===== src/rtl/autoenc_pkg.sv =====
// Shared types and constants for the autoencoder memory-select path.
// State encoding for the bank sequencer plus select-register width.
package autoenc_pkg;

  typedef enum logic [2:0] {
    IDLE,
    LOAD,
    RUN,
    NEXT,
    DONE
  } state_t;

  localparam int SEL_W     = 4;
  localparam int MAX_BANKS = 16;

endpackage


===== src/rtl/mem_sel_cnt.sv =====
// Compute-window cycle counter with clear, enable and terminal flag.
// Wraps to zero on the enabled cycle where the terminal flag is set.
module mem_sel_cnt #(
  parameter int LEN = 8,
  parameter int W   = $clog2(LEN + 1)
) (
  input  logic clk,
  input  logic rst,
  input  logic clr,
  input  logic en,
  output logic tc
);

  localparam logic [W-1:0] LAST = W'(LEN - 1);

  logic [W-1:0] cnt;

  assign tc = (cnt == LAST);

  always_ff @(posedge clk or negedge rst) begin
    if (!rst) begin
      cnt <= '0;
    end else if (clr) begin
      cnt <= '0;
    end else if (en) begin
      cnt <= tc ? '0 : cnt + 1'b1;
    end
  end

endmodule


===== src/rtl/mem_sel_seq.sv =====
// Bank sequencer feeding the memory-select register (load + compute window).
// Optional abort input enabled by defining MEM_SEL_SEQ_ABORT_EN.
module mem_sel_seq
  import autoenc_pkg::*;
#(
  parameter int NUM_BANKS   = 10,
  parameter int BANK_CYCLES = 8,
  parameter int CNT_W       = $clog2(BANK_CYCLES + 1)
) (
  input  logic             clk,
  input  logic             rst,
  input  logic             start,
  input  logic             hold,
`ifdef MEM_SEL_SEQ_ABORT_EN
  input  logic             abort,
`endif
  output logic [SEL_W-1:0] sel_code,
  output logic             sel_load,
  output logic             compute_en,
  output logic             busy,
  output logic             done
);

  generate
    if (NUM_BANKS < 1 || NUM_BANKS > MAX_BANKS) begin : g_bad_banks
      $error("mem_sel_seq: NUM_BANKS out of range");
    end
    if (BANK_CYCLES < 1) begin : g_bad_cycles
      $error("mem_sel_seq: BANK_CYCLES must be >= 1");
    end
  endgenerate

  localparam logic [SEL_W-1:0] LAST_BANK = SEL_W'(NUM_BANKS - 1);

  state_t           state, state_nxt;
  logic [SEL_W-1:0] bank, bank_nxt;
  logic             ab;
  logic             tc;
  logic             cnt_clr;
  logic             cnt_en;

`ifdef MEM_SEL_SEQ_ABORT_EN
  assign ab = abort && (state != IDLE);
`else
  assign ab = 1'b0;
`endif

  assign cnt_clr = (state != RUN) || ab;
  assign cnt_en  = (state == RUN) && !hold;

  mem_sel_cnt #(
    .LEN (BANK_CYCLES),
    .W   (CNT_W)
  ) u_cnt (
    .clk (clk),
    .rst (rst),
    .clr (cnt_clr),
    .en  (cnt_en),
    .tc  (tc)
  );

  always_ff @(posedge clk or negedge rst) begin
    if (!rst) begin
      state <= IDLE;
      bank  <= '0;
    end else begin
      state <= state_nxt;
      bank  <= bank_nxt;
    end
  end

  always_comb begin
    state_nxt = state;
    bank_nxt  = bank;
    case (state)
      IDLE: begin
        if (start) begin
          state_nxt = LOAD;
          bank_nxt  = '0;
        end
      end
      LOAD: state_nxt = RUN;
      RUN: begin
        if (!hold && tc) state_nxt = NEXT;
      end
      NEXT: begin
        if (bank == LAST_BANK) begin
          state_nxt = DONE;
        end else begin
          state_nxt = LOAD;
          bank_nxt  = bank + 1'b1;
        end
      end
      DONE: begin
        state_nxt = IDLE;
        bank_nxt  = '0;
      end
      default: begin
        state_nxt = IDLE;
        bank_nxt  = '0;
      end
    endcase
    // abort outranks every other transition
    if (ab) begin
      state_nxt = IDLE;
      bank_nxt  = '0;
    end
  end

  always_comb begin
    sel_code   = bank;
    sel_load   = 1'b0;
    compute_en = 1'b0;
    busy       = 1'b1;
    done       = 1'b0;
    unique case (1'b1)
      (state == IDLE): busy       = 1'b0;
      (state == LOAD): sel_load   = 1'b1;
      (state == RUN):  compute_en = !hold;
      (state == DONE): done       = 1'b1;
      default: ;
    endcase
  end

endmodule

===== config.mk =====
export PLATFORM = sky130hd
export DESIGN_NAME = mem_sel_seq
export DESIGN_NICKNAME = d
export VERILOG_FILES = /design/src/rtl/autoenc_pkg.sv /design/src/rtl/mem_sel_cnt.sv /design/src/rtl/mem_sel_seq.sv
export SDC_FILE = /design/constraint.sdc
export NUM_CORES = 1
export LEC_CHECK = 0
export BUFFER_PORTS_ARGS = -buffer_cell sky130_fd_sc_hd__buf_2
export CAP_MARGIN = 25
export CORE_UTILIZATION = 35
export CTS_CLUSTER_DIAMETER = 50
export DETAILED_ROUTE_END_ITERATION = 12
export PLACE_DENSITY = 0.61
export SLEW_MARGIN = 40
export SYNTH_ARGS = -nofsm -noshare
export SYNTH_HDL_FRONTEND = slang
export SYNTH_SLANG_ARGS = --single-unit

===== constraint.sdc =====
create_clock -name clk -period 2 [get_ports clk]
set_clock_uncertainty 0.15 [all_clocks]
set_input_delay 0 -clock clk [delete_from_list [all_inputs] [get_ports clk]]
set_output_delay 0 -clock clk [all_outputs]
set_load 0.02 [all_outputs]

==> impl_metrics.py <==
metrics = {
    "drt": {
        "routed_wl_mm": 1.066,
        "via_per_inst": 5.283,
        "vias": 486,
        "dr.pass1.iters": 4,
        "post-route-drc-count": 0,
        "detail-route-antenna-nets": 0,
        "drtIter0Drc": 7,
        "wire_per_inst_um": 11.59,
    },
    "global_routing": {
        "grtUsageMet1": 0.2086,
        "use_met2": 0.1848,
        "grtUsageTotal": 0.1391,
        "grt_max_degree": 12,
        "busiest_layer": "met1",
        "grt_pass1_wl_mm": 1.897,
        "grt_pass1_vias": 443,
        "grt_use_met3": 0.02553,
        "antenna_found_initial": 0,
        "grt-ovfl-total": 0,
    },
    "critical_path": {
        "end_kind": "flop",
        "worst-path-buf-inv": 0,
        "rr_startpoint": "sel_code[0]",
        "criticalPathCategory": "flop to flop",
        "critPathSlowestCell": "dfrtp_1",
        "cp_slowest_stage_delay_ns": 0.43,
        "r2r_end": "sel_code[3]",
        "cp_max_fo": 7,
        "critPathLaunchType": "flop",
        "crit_chain": "ha_1, and3b_1, o21a_1, a32o_1",
        "cp.arrival_ns": 1.58,
        "ff2ff_path_depth": 4,
        "r2r_slack_ns": 0.42,
        "crit_family": "compound AO/OA/AOI/OAI gates",
        "critPathRequiredTime_ns": 2.00,
    },
    "synth": {
        "synth.distinct_cells": 26,
        "synth_edf_count": 0,
        "async_reset_ff_frac": 1.000,
        "synth-seq-cells": 11,
        "synth_top_area_frac": 0.4701,
        "syn_nets": 67,
        "synth_top_cells_by_area": "dfrtp_1 47%, ha_1 6.4%, a21oi_1 5.1%",
        "yosysMostFrequentCell": "dfrtp_1",
        "yosys-top-cells-count": "11 x dfrtp_1, 6 x a21oi_1, 5 x nor2_1, 4 x nand2_1, 4 x or3_1",
        "yosysSeqAreaShare": 0.4701,
        "synthCells": 60,
        "synth_ff_type": "dfrtp_1",
        "synth_largest_area_cell": "dfrtp_1",
        "ys_warn_count": 0,
        "synth_area_um2": 585.6,
        "avgSynthCellArea_um2": 9.759,
    },
    "clocking": {
        "cts.repair.resized": 0,
        "cts_setup_buffers": 0,
        "cts.hold.buffers_added": 3,
        "htree_levels": 1,
        "clk_pin_slew_worst_paths_ns": 0.07,
        "clockBufferDepth": 2,
        "cts_num_sinks": 11,
        "cts_tree": "done",
        "clk_latency_ns": 0.26,
        "cts-buffers-inserted": 3,
        "cts_root_buf": "clkbuf_4",
    },
    "outcome": {
        "outcome": "complete, no violations",
    },
    "die": {
        "die_width_um": 42.90,
        "rows": 14,
        "die_h_um": 42.90,
        "dieArea_mm2": 0.001840,
        "initial_utilization": 0.3799,
        "core_mm2": 0.001541,
        "io_pins": 12,
    },
    "placement": {
        "port_buffers": 11,
        "place_ws_ns": 0.4277,
        "routabilityCongestion": 0.7963,
        "dpl-instance-area_um2": 651.9,
        "dp_hpwl_um": 778.4,
    },
    "power_and_ir_drop": {
        "ir_worst_vdd_v": 0.0006174,
        "leakage_nw": 0.3331,
        "p_per_area_mw_per_mm2": 1076,
    },
    "timing": {
        "max_slew_margin": 0.6745,
        "fin_crit_sh": 0.7920,
        "fin_ws_ns": 0.4160,
        "setup_violations": 0,
        "rsz0062_at_grt": "no",
        "finalHoldViolations": 0,
        "fin_setup_tns_ns": 0,
        "max_freq_mhz": 631.3,
        "worstMarginPinSlew_ns": 0.4866,
        "slew_viol_final": 0,
        "fin_crit_ns": 1.584,
    },
    "final_layout": {
        "nets": 84,
        "antennaDiodeCount": 0,
        "final_util": 0.4594,
        "layout-drive-gt1-share": 0.2105,
        "fill_cells": 165,
        "fin_area_um2": 708.2,
        "ff_latch_area_um2": 275.3,
        "multi_input_area_um2": 294.0,
        "syn2layout_area_growth_pct": 20.94,
    },
    "worst_hold_path": {
        "hp-start": "start",
        "worstHoldEndpoint": "state[0]",
        "hold_depth": 4,
        "hold_path.class": "primary input to flop",
    },
    "flow_run": {
        "cap_violations": 0,
    },
}
-- layout make-up --
type	instances	share of cell area
multi-input cells	45	0.4152
flip-flops and latches	11	0.3887
repair buffers	14	0.1201
clock buffers	4	0.03710
well taps	16	0.02827
inverters	2	0.01060
-- state kept, by name, summed over array words and instances, names as in the netlist --
register   count
state          3
u_cnt.cnt      4
sel_code       4
-- worst max path at each step --
stage,endpoint,depth (start not counted),startpoint
final,sel_code[3],4,sel_code[0]
after floorplan,sel_code[3],6,sel_code[1]
after detailed placement,sel_code[3],4,sel_code[0]
after CTS,sel_code[3],4,sel_code[0]
after global placement,sel_code[3],4,sel_code[0]
after global routing,sel_code[0],4,sel_code[0]
-- routing by layer --
metal  vias to the layer above  routed length (µm)
met2                         6                 461
met4                         0                   9
met3                         2                  38
met1                       230                 556
li1                        248                   -
met5                         -                   0
-- power by group --
part / internal (mW) / switching (mW) / total, mW
logic: 0.121 / 0.163 / 0.284
registers: 0.269 / 0.0634 / 0.332
clock network: 0.0768 / 0.0693 / 0.146
total: 0.466 / 0.296 / 0.762
-- per-stage QoR --
stage | hold WS, ns | power, mW | instances
2_1_floorplan | -0.4456 | 0.5257 | 60
3_3_place_gp | -0.2670 | 0.6108 | 85
3_5_place_dp | -0.2666 | 0.6187 | 85
4_1_cts | 0.1697 | 0.7708 | 92
5_1_grt | 0.1960 | 0.8292 | 92
6_report | 0.1730 | 0.7621 | 92
-- kinds of logic after synthesis --
kind of cell,synth area share
AND/OR/NAND/NOR,0.2756
AO/OA/AOI/OAI,0.1154
flip-flops,0.4701
buffers and inverters,0.02777
adder cells (fa/ha/maj),0.06411
XOR/XNOR,0.02992
multiplexers,0.01709
-- worst register-to-register path, stage by stage (launching register included) --
cell and delay [ns]:
dfrtp_1 0.43, ha_1 0.21, and3b_1 0.23, o21a_1 0.20, a32o_1 0.25
-- cells in the final DEF (no fill, tap or decap) --
cell type | synthesis | layout
nand4b_1 | 1 | 1
a21oi_1 | 6 | 6
dlygate4sd3_1 | 0 | 3
or3b_4 | 1 | 1
inv_1 | 2 | 2
and3b_1 | 1 | 1
nand2b_1 | 3 | 3
nor3_1 | 1 | 1
nand2_1 | 4 | 4
nor2_1 | 5 | 5
or3_2 | 1 | 1
o211ai_1 | 2 | 2
o21a_1 | 1 | 1
clkbuf_1 | 1 | 1
dfrtp_1 | 11 | 11
xnor2_1 | 2 | 2
mux2i_1 | 1 | 1
or3_1 | 4 | 4
o21ai_0 | 1 | 1
buf_2 | 1 | 11
nor2b_1 | 1 | 1
or4_1 | 1 | 1
nor3b_1 | 1 | 1
and2_1 | 1 | 1
ha_1 | 3 | 3
clkbuf_4 | 0 | 3
nand3_1 | 3 | 3
a32o_1 | 1 | 1
(Power assumes the default switching activity.)
